<file path="src/rtl/neuron_ctrl_pkg.sv">
// Shared types and sizing helpers for the stochastic neuron evaluation controller.
// No logic; pure declarations.
// Imported by neuron_eval_ctrl and ones_counter.
package neuron_ctrl_pkg;

    typedef enum logic [2:0] {
        IDLE   = 3'd0,
        FLUSH  = 3'd1,
        WARMUP = 3'd2,
        RUN    = 3'd3,
        DONE   = 3'd4
    } eval_state_t;

    // Bits needed to hold a count of 0..len inclusive.
    function automatic int count_width(input int len);
        return (len < 1) ? 1 : $clog2(len + 1);
    endfunction

endpackage

</file>
<file path="src/rtl/neuron_eval_ctrl_ones_counter.sv">
// Counts 1s on a bitstream while enabled; synchronous clear has priority.
// Latency: count_o reflects a sampled bit one cycle later.
// No backpressure: samples bit_i every enabled cycle.
module ones_counter
    import neuron_ctrl_pkg::*;
#(
    parameter int W = 9
) (
    input  logic         clk,
    input  logic         rst,
    input  logic         en_i,
    input  logic         clr_i,
    input  logic         bit_i,
    output logic [W-1:0] count_o
);

    logic [W-1:0] count_q;
    logic [W-1:0] count_d;

    // Next count: clear wins, otherwise add the incoming bit when enabled.
    always_comb begin
        count_d = count_q;
        if (clr_i) begin
            count_d = '0;
        end else if (en_i && bit_i) begin
            count_d = count_q + 1'b1;
        end
    end

    // Count register.
    always_ff @(posedge clk or posedge rst) begin
        if (rst) begin
            count_q <= '0;
        end else begin
            count_q <= count_d;
        end
    end

    assign count_o = count_q;

endmodule

</file>
<file path="src/rtl/neuron_eval_ctrl.sv">
// Sequencer for one stochastic neuron datapath: weight bank, datapath reseed, windowed 1s count.
// Latency: start accept -> result_valid = 1 + PIPE_DELAY + STREAM_LEN cycles.
// Result held in DONE until result_ready; start/cfg writes outside IDLE are dropped. Option: BIPOLAR_DECODE_EN.
module neuron_eval_ctrl
    import neuron_ctrl_pkg::*;
#(
    parameter int INPUT_SIZE = 2,
    parameter int STREAM_LEN = 256,
    parameter int PIPE_DELAY = 2,
    localparam int CW = count_width(STREAM_LEN),
    localparam int AW = (INPUT_SIZE > 1) ? $clog2(INPUT_SIZE) : 1,
`ifdef BIPOLAR_DECODE_EN
    localparam int RW = 32
`else
    localparam int RW = CW
`endif
) (
    input  logic          clk,
    input  logic          rst,
    input  logic          cfg_we,
    input  logic [AW-1:0] cfg_addr,
    input  logic [31:0]   cfg_wdata,
    input  logic          start_valid,
    output logic          start_ready,
    output logic [31:0]   weight_values [INPUT_SIZE],
    output logic          dp_n_rst,
    input  logic          stream_in,
    output logic          busy,
    output logic          result_valid,
    input  logic          result_ready,
    output logic [RW-1:0] result_count
);

    eval_state_t   state_q, state_d;
    logic [31:0]   cnt_q, cnt_d;
    logic [31:0]   weights_q [INPUT_SIZE];
    logic [RW-1:0] result_q, result_d;
    logic [CW-1:0] ones_cnt;
    logic [CW-1:0] ones_final;
    logic          warm_last;
    logic          run_last;
    logic          cfg_wr;

    assign warm_last  = (cnt_q == 32'(PIPE_DELAY - 1));
    assign run_last   = (cnt_q == 32'(STREAM_LEN - 1));
    assign cfg_wr     = cfg_we && (state_q == IDLE);
    // Include the bit sampled on the final RUN cycle, which the counter has not absorbed yet.
    assign ones_final = ones_cnt + CW'(stream_in);

    // State register.
    always_ff @(posedge clk or posedge rst) begin
        if (rst) begin
            state_q <= IDLE;
        end else begin
            state_q <= state_d;
        end
    end

    // Next-state logic; PIPE_DELAY of zero goes straight from FLUSH to RUN.
    always_comb begin
        state_d = state_q;
        unique case (state_q)
            IDLE:    if (start_valid) state_d = FLUSH;
            FLUSH:   state_d = (PIPE_DELAY == 0) ? RUN : WARMUP;
            WARMUP:  if (warm_last) state_d = RUN;
            RUN:     if (run_last) state_d = DONE;
            DONE:    if (result_ready) state_d = IDLE;
            default: state_d = IDLE;
        endcase
    end

    // Outputs decoded from the current state only.
    always_comb begin
        start_ready  = (state_q == IDLE);
        busy         = (state_q == FLUSH) || (state_q == WARMUP) || (state_q == RUN);
        dp_n_rst     = !((state_q == IDLE) || (state_q == FLUSH));
        result_valid = (state_q == DONE);
    end

    // Phase counter restarts from zero on every state change, so it indexes cycles within WARMUP/RUN.
    always_comb begin
        cnt_d = cnt_q;
        if (state_d != state_q) begin
            cnt_d = '0;
        end else if ((state_q == WARMUP) || (state_q == RUN)) begin
            cnt_d = cnt_q + 32'd1;
        end
    end

    // Phase counter register.
    always_ff @(posedge clk or posedge rst) begin
        if (rst) begin
            cnt_q <= '0;
        end else begin
            cnt_q <= cnt_d;
        end
    end

    ones_counter #(
        .W (CW)
    ) u_ones (
        .clk     (clk),
        .rst     (rst),
        .en_i    (state_q == RUN),
        .clr_i   (state_q == FLUSH),
        .bit_i   (stream_in),
        .count_o (ones_cnt)
    );

    // Result is latched once on the last RUN cycle so it stays frozen throughout DONE.
    always_comb begin
        result_d = result_q;
        if ((state_q == RUN) && run_last) begin
`ifdef BIPOLAR_DECODE_EN
            result_d = 32'(2 * int'(ones_final)) - 32'(STREAM_LEN);
`else
            result_d = ones_final;
`endif
        end
    end

    // Result register.
    always_ff @(posedge clk or posedge rst) begin
        if (rst) begin
            result_q <= '0;
        end else begin
            result_q <= result_d;
        end
    end

    assign result_count = result_q;

    // Weight bank: writes land only in IDLE; out-of-range addresses match no entry.
    always_ff @(posedge clk or posedge rst) begin
        if (rst) begin
            for (int i = 0; i < INPUT_SIZE; i++) weights_q[i] <= '0;
        end else begin
            for (int i = 0; i < INPUT_SIZE; i++) begin
                if (cfg_wr && (int'(cfg_addr) == i)) weights_q[i] <= cfg_wdata;
            end
        end
    end

    // Drive the weight bank straight to the datapath.
    always_comb begin
        for (int i = 0; i < INPUT_SIZE; i++) weight_values[i] = weights_q[i];
    end

endmodule

</file>
<file path="config.mk">
export PLATFORM = sky130hd
export DESIGN_NAME = neuron_eval_ctrl
export DESIGN_NICKNAME = d
export VERILOG_FILES = /design/src/rtl/neuron_ctrl_pkg.sv /design/src/rtl/neuron_eval_ctrl_ones_counter.sv /design/src/rtl/neuron_eval_ctrl.sv
export SDC_FILE = /design/constraint.sdc
export NUM_CORES = 1
export LEC_CHECK = 0
export CAP_MARGIN = 5
export CORE_MARGIN = 4
export CORE_UTILIZATION = 45
export DETAILED_ROUTE_END_ITERATION = 7
export PLACE_DENSITY = 0.7
export SLEW_MARGIN = 10
export SYNTH_ARGS = -nofsm -noshare
export SYNTH_HDL_FRONTEND = slang
export SYNTH_HIERARCHICAL = 1
export SYNTH_SLANG_ARGS = --single-unit
</file>
<file path="constraint.sdc">
create_clock -name clk -period 4.1 [get_ports clk]
set_input_delay 0.615 -clock clk [delete_from_list [all_inputs] [get_ports clk]]
set_output_delay 0.615 -clock clk [all_outputs]
set_load 0.02 [all_outputs]
</file>
# [Yosys cells after proc, flatten, opt, wreduce, memory -nomap -nowiden]
# Cells that the tools add are included.
[classes] n_addsub=3 n_mul=0 n_div=0 order_cmp=0 n_eq_ne=7 shifts=0 mux=9 bitwise=1 n_reduce_logical=13
[op_table] cell="32-bit 2-to-1 mux" count=2
[op_table] cell="32-bit by 1-bit adder with 32-bit output (second input constant)" count=1
[op_table] cell="32-bit by 1-bit == test with 1-bit output (second input constant)" count=1
[op_table] cell="32-bit by 8-bit == test with 1-bit output (second input constant)" count=1
[op_table] cell="9-bit 2-to-1 mux" count=2
[op_table] cell="3-bit case mux with 5 select lines" count=1
[op_table] cell="3-bit 2-to-1 mux" count=4
[op_table] cell="9-bit by 1-bit adder with 9-bit output" count=1
[op_table] cell="9-bit by 1-bit adder with 9-bit output (second input constant)" count=1
[op_table] cell="3-bit by 2-bit == test with 1-bit output (second input constant)" count=2
[op_table] cell="1-bit logical AND" count=5
[op_table] cell="1-bit logical OR" count=4
[op_table] cell="2-bit nonzero test" count=2
[op_table] cell="3-bit by 1-bit == test with 1-bit output (second input constant)" count=1
[op_table] cell="3-bit == test (second input constant)" count=1
[op_table] cell="3-bit zero test" count=1
[op_table] cell="3-bit inequality test" count=1
[op_table] cell="1-bit zero test" count=1
[op_table] cell="1-bit inverter" count=1
[word_totals] register_bits=117 latchBits=0 ram_bits=0 romBits=0 wordCells=39 n_memories=0

# [Depth between registers and ports, before layout]
[depth] depth_word=5 ltp_mapped=7 depth_no_buf=6

# [Cells and area by module]
# Netlist, hierarchy kept.
[modules_own_cells] module="neuron_eval_ctrl" instances=1 cells_each=403 area_per_inst_um2=4879.7 seq_area_each_um2=2702.6
[modules_own_cells] module="ones_counter" instances=1 cells_each=47 area_per_inst_um2=441.7 seq_area_each_um2=225.2

# [Worst setup path after synthesis]
# No wires, ideal clock.
[synth_path] path_kind="reg2reg" from="reg state_q[2]" to="reg weights_q, in the netlist weight_values[32]" setup_ps=125 arrival_time_ps=2071 path_slack_ps=1904 path_stages_with_launch=7 n_path_buf=2 synth_period_minus_slack_ps=2196 path_cell_list="dfrtp_1 -> clkbuf_1 -> nor3_1 -> nand2_1 -> nor2_1 -> buf_2 -> mux2_2"
[synth_between] elab_chain_len=3
[synth_rtl] element="start, declared" line="neuron_eval_ctrl.sv:34" rtl="eval_state_t state_q, state_d;"
[synth_rtl] element="start signal, assigned" line="neuron_eval_ctrl.sv:55" rtl="state_q <= state_d;"
[synth_rtl] element="3-bit zero test"
[synth_rtl] element="via start_ready" line="neuron_eval_ctrl.sv:24" rtl="output logic start_ready,"
[synth_rtl] element="1-bit logical AND" line="neuron_eval_ctrl.sv:46" rtl="assign cfg_wr = cfg_we && (state_q == IDLE);"
[synth_rtl] element="1-bit logical AND" line="neuron_eval_ctrl.sv:139" rtl="if (cfg_wr && (int'(cfg_addr) == i)) weights_q[i] <= cfg_wdata;"
[synth_rtl] element="end, declared" line="neuron_eval_ctrl.sv:36" rtl="logic [31:0] weights_q [INPUT_SIZE];"
# The timed path passes the listed nets, and every way through them passes these cells.
# A chain may end at the register's enable or synchronous reset.

# [Worst setup path after layout]
[layout_path] from="reg cnt_q[0]" to="reg result_q[5] (netlist: result_count[5])"
[layout_between] elab_chain_len=2
[layout_rtl] element="start, declared" line="neuron_eval_ctrl.sv:35" rtl="logic [31:0] cnt_q, cnt_d;"
[layout_rtl] element="start signal, assigned" line="neuron_eval_ctrl.sv:95" rtl="cnt_q <= cnt_d;"
[layout_rtl] element="32-bit by 8-bit == test with 1-bit output" line="neuron_eval_ctrl.sv:45" rtl="assign run_last = (cnt_q == 32'(STREAM_LEN - 1));"
[layout_rtl] element="1-bit logical AND" line="neuron_eval_ctrl.sv:113" rtl="if ((state_q == RUN) && run_last) begin"
[layout_rtl] element="end signal, assigned" line="neuron_eval_ctrl.sv:127" rtl="result_q <= result_d;"
[layout_rtl] element="end, declared" line="neuron_eval_ctrl.sv:37" rtl="logic [RW-1:0] result_q, result_d;"
# No other way between the ends.

==> results by group <==
Clock network
  – Total CTS buffers: 17
  – Cts hold-fix bufs: 0
  – Post-CTS setup buffer count: 0
  – CTS tree: built
  – Buffer depth of the longest clock path: 2
  – H-tree levels: 4
  – Worst skew pair latency: 0.41 ns
  – Clock transition at path regs: 0.05 ns
  – Num Clock Sinks: 117
  – CTS resizes: 0
  – Root Driver: clkbuf_16

Power and ir drop
  – Seq pwr share: 0.390
  – Clock group share of total power: 0.424
  – Leak: 3.144 nW
  – PwrDens: 517.3 mW/mm^2
  – Switch share: 0.2718
  – Sw Pwr: 1.022 mW
  – VDD IR-drop max: 0.2893 mV
  – Power share of the combinational group: 0.186
  – Pint: 2.737 mW

Synth
  – Synth Area in Simple Gates: 0.1505
  – Post-Synth XOR/XNOR Area: 0.03292
  – Post-synth EDFFs: 0
  – Netlist cell types: 44
  – Async SR Flop Fraction: 1.000
  – Adder-Cell Fraction of Synth Area: 0.01176
  – Complex-gate fraction of the synthesized area: 0.07430
  – Largest family of logic cells by synthesized area: multiplexers
  – Mux cell area share after synthesis: 0.1545
  – Mapped Area: 0.005321 sq mm
  – Yosys top cell area share: 0.5502
  – Syn. warnings: 6
  – Sequential fraction of the synthesis area: 0.5502
  – Synth Register Bits: 117
  – Top_reg_cell synth: dfrtp_1
  – Most common cell in the netlist: dfrtp_1
  – Mapped Cells: 450
  – Commonest cells in the netlist: 117 x dfrtp_1, 73 x mux2_2, 21 x a21oi_1, 19 x nand2_1, 19 x nor2_1
  – Dominant cells by area after synthesis: dfrtp_1 55%, mux2_2 15%, xor2_1 2.1%, a21oi_1 2.0%, nand4_1 1.6%
  – Syn Nets: 494
  – Synth area leader: dfrtp_1
  – Syn avg cell area: 11.83 sq um

Setup path
  – WS Path Type: reg2reg
  – Setup crit end kind: register
  – Slowest stage cell, crit path: nor4b_2
  – WP data required: 4.39 ns
  – Delay of the slowest cell on the worst path: 0.88 ns
  – Startpoint Class: register
  – Critical path data arrival time: 2.93 ns
  – Worst-path cell chain: ha_1 -> nand3_1 -> or2_2 -> nor4b_2 -> mux2_2
  – Worst-path maximum fanout: 10

STA
  – Setup TNS: 0 ns
  – Clk_skew: 0.009473 ns
  – Fin worst setup slack: 1.458 ns
  – FMAX: 378.5 MHz
  – Final hold vios: 0
  – Setup-failing EPs final: 0
  – Pins over their slew limit: 0
  – Rel. slew slack: 0.2849
  – Least-Margin Pin Slew: 1.070 ns
  – Final worst path period share: 0.6444
  – Min Tclk post-route: 2.642 ns
  – Unrepaired setup endpoints after global routing: false

Placement
  – Placed insts: 695
  – Setup slack at placement: 1.476 ns
  – GPL Wtd Cong: 0.7981
  – Hpwl dp: 9142 um
  – Port bufs: 115

Job
  – Max_cap viols: 0

Route
  – DR DRC count: 0
  – DR iter-0 viols: 325
  – Drt pass-1 iters: 5
  – Via count: 4,123
  – Wire length per cell: 18.10 um
  – Post-DR vias/cell: 5.671
  – Final WL: 13,160 um
  – Post-DRT Antenna Nets: 0

Run status
  – Status: completed

Global route
  – Largest net degree at the start of global routing: 74
  – First-pass GRT wire length: 20,880 um
  – Remaining Overflow, GRT: 0
  – Total GRT Usage: 0.1973
  – Initial antenna violation count: 0
  – Vias in the first global route: 4,069

Layout
  – Layout Cells excl Fill: 727
  – Inserted Diodes: 0
  – Area grow syn2layout: 36.56%
  – Layout cells sized above 1: 0.2106
  – Net count, final: 615

Worst hold path
  – Min-delay worst type: reg2reg

Floorplanning
  – Core box area: 0.01152 sq mm
  – Starting Density: 0.4621
  – I/O pins: 116
  – Die ar.: 0.01363 sq mm
  – # rows: 39
  – Die width: 116.7 um
  – Die height: 116.7 um
final timing paths:
path | startpoint | depth (start not counted) | slack, ns | endpoint
max reg2reg | cnt_q[0] | 5 | 1.46 | result_count[5]
max | cnt_q[0] | 5 | 1.46 | result_count[5]
min | weight_values[1] | 1 | 0.50 | weight_values[1]
min in group asynchronous | rst | 2 | 0.58 | u_ones/count_o[1]
min reg2reg | weight_values[1] | 1 | 0.50 | weight_values[1]
max in group asynchronous | rst | 3 | 2.49 | weight_values[0]
registers in the layout (all words and copies together) (netlist names):
signal and count:
state_q 3, result_count 9, u_ones/count_o 9, cnt_q 32, weight_values 64
kinds of logic (layout without fill, tap and decap cells):
family                     count (synthesis)  in the layout
adders and majority gates                  5              5
and+or+nand+nor                          139            139
muxes                                     73             73
DFF                                      117            117
AOI/OAI and AO/OA                         62             62
buffers and inverters                     34            168
xor gates and xnor gates                  20             20
per-layer routing:
metal / vias up / part of all wire / global-route usage / wire length, um
li1: 1922 / - / - / -
met1: 2067 / 0.42 / 0.2466 / 5546
met2: 113 / 0.51 / 0.3341 / 6735
met3: 21 / 0.051 / 0.04974 / 673
met4: 0 / 0.016 / 0.06728 / 205
met5: - / 0 / 0 / 0
final cells by class:
cell class | instances | area [sq um]
fill | 881 | 4249
sequential | 117 | 2928
multi-input combinational | 299 | 2265
timing repair buffer | 122 | 1204
clock buffer | 24 | 491.7
tap | 143 | 178.9
clock inverter | 8 | 145.1
inverter | 14 | 55.05
power by group through the flow:
| stage | Combinational (mW) | Sequential (mW) | Clock, mW |
|---|---|---|---|
| finish | 0.700 | 1.47 | 1.59 |
| global route | 0.759 | 1.49 | 1.67 |
| CTS | 0.707 | 1.46 | 1.61 |
| detailed placement | 0.701 | 1.48 | 0 |
| global placement | 0.681 | 1.47 | 0 |
| floorplan | 0.284 | 1.56 | 0 |
critical path, delay by kind of cell, from the launching register on:
kind                       cells  cell delay [ns]
and+or+nand+nor                3             1.29
muxes                          1             0.43
DFF                            1             0.54
adders and majority gates      1             0.25
cell usage in the layout (no fill, tap or decap), types with 6 or more instances in the layout:
master	instances
dfrtp_1	117
clkdlybuf4s50_1	115
mux2_2	73
a21oi_1	21
nand2_1	19
nor2_1	18
clkbuf_16	17
nand3_1	15
nor3_1	15
nand4_1	14
xor2_1	13
o21ai_0	13
inv_1	12
nor4_1	11
or3_1	10
or4_1	9
o31ai_1	9
xnor2_1	7
buf_4	7
a211oi_1	6
through the flow:
stage | power (mW) | hold slack, ns | instance area (sq um) | util
after global placement | 2.152 | 0.4873 | 6630 | 0.5757
final | 3.759 | 0.4990 | 7267 | 0.6310
after global routing | 3.921 | 0.5188 | 7267 | 0.6310
after CTS | 3.783 | 0.5028 | 7267 | 0.6310
after detailed placement | 2.181 | 0.4917 | 6630 | 0.5757
after floorplan | 1.845 | 0.4429 | 5321 | -
(Power assumes the default switching activity.)
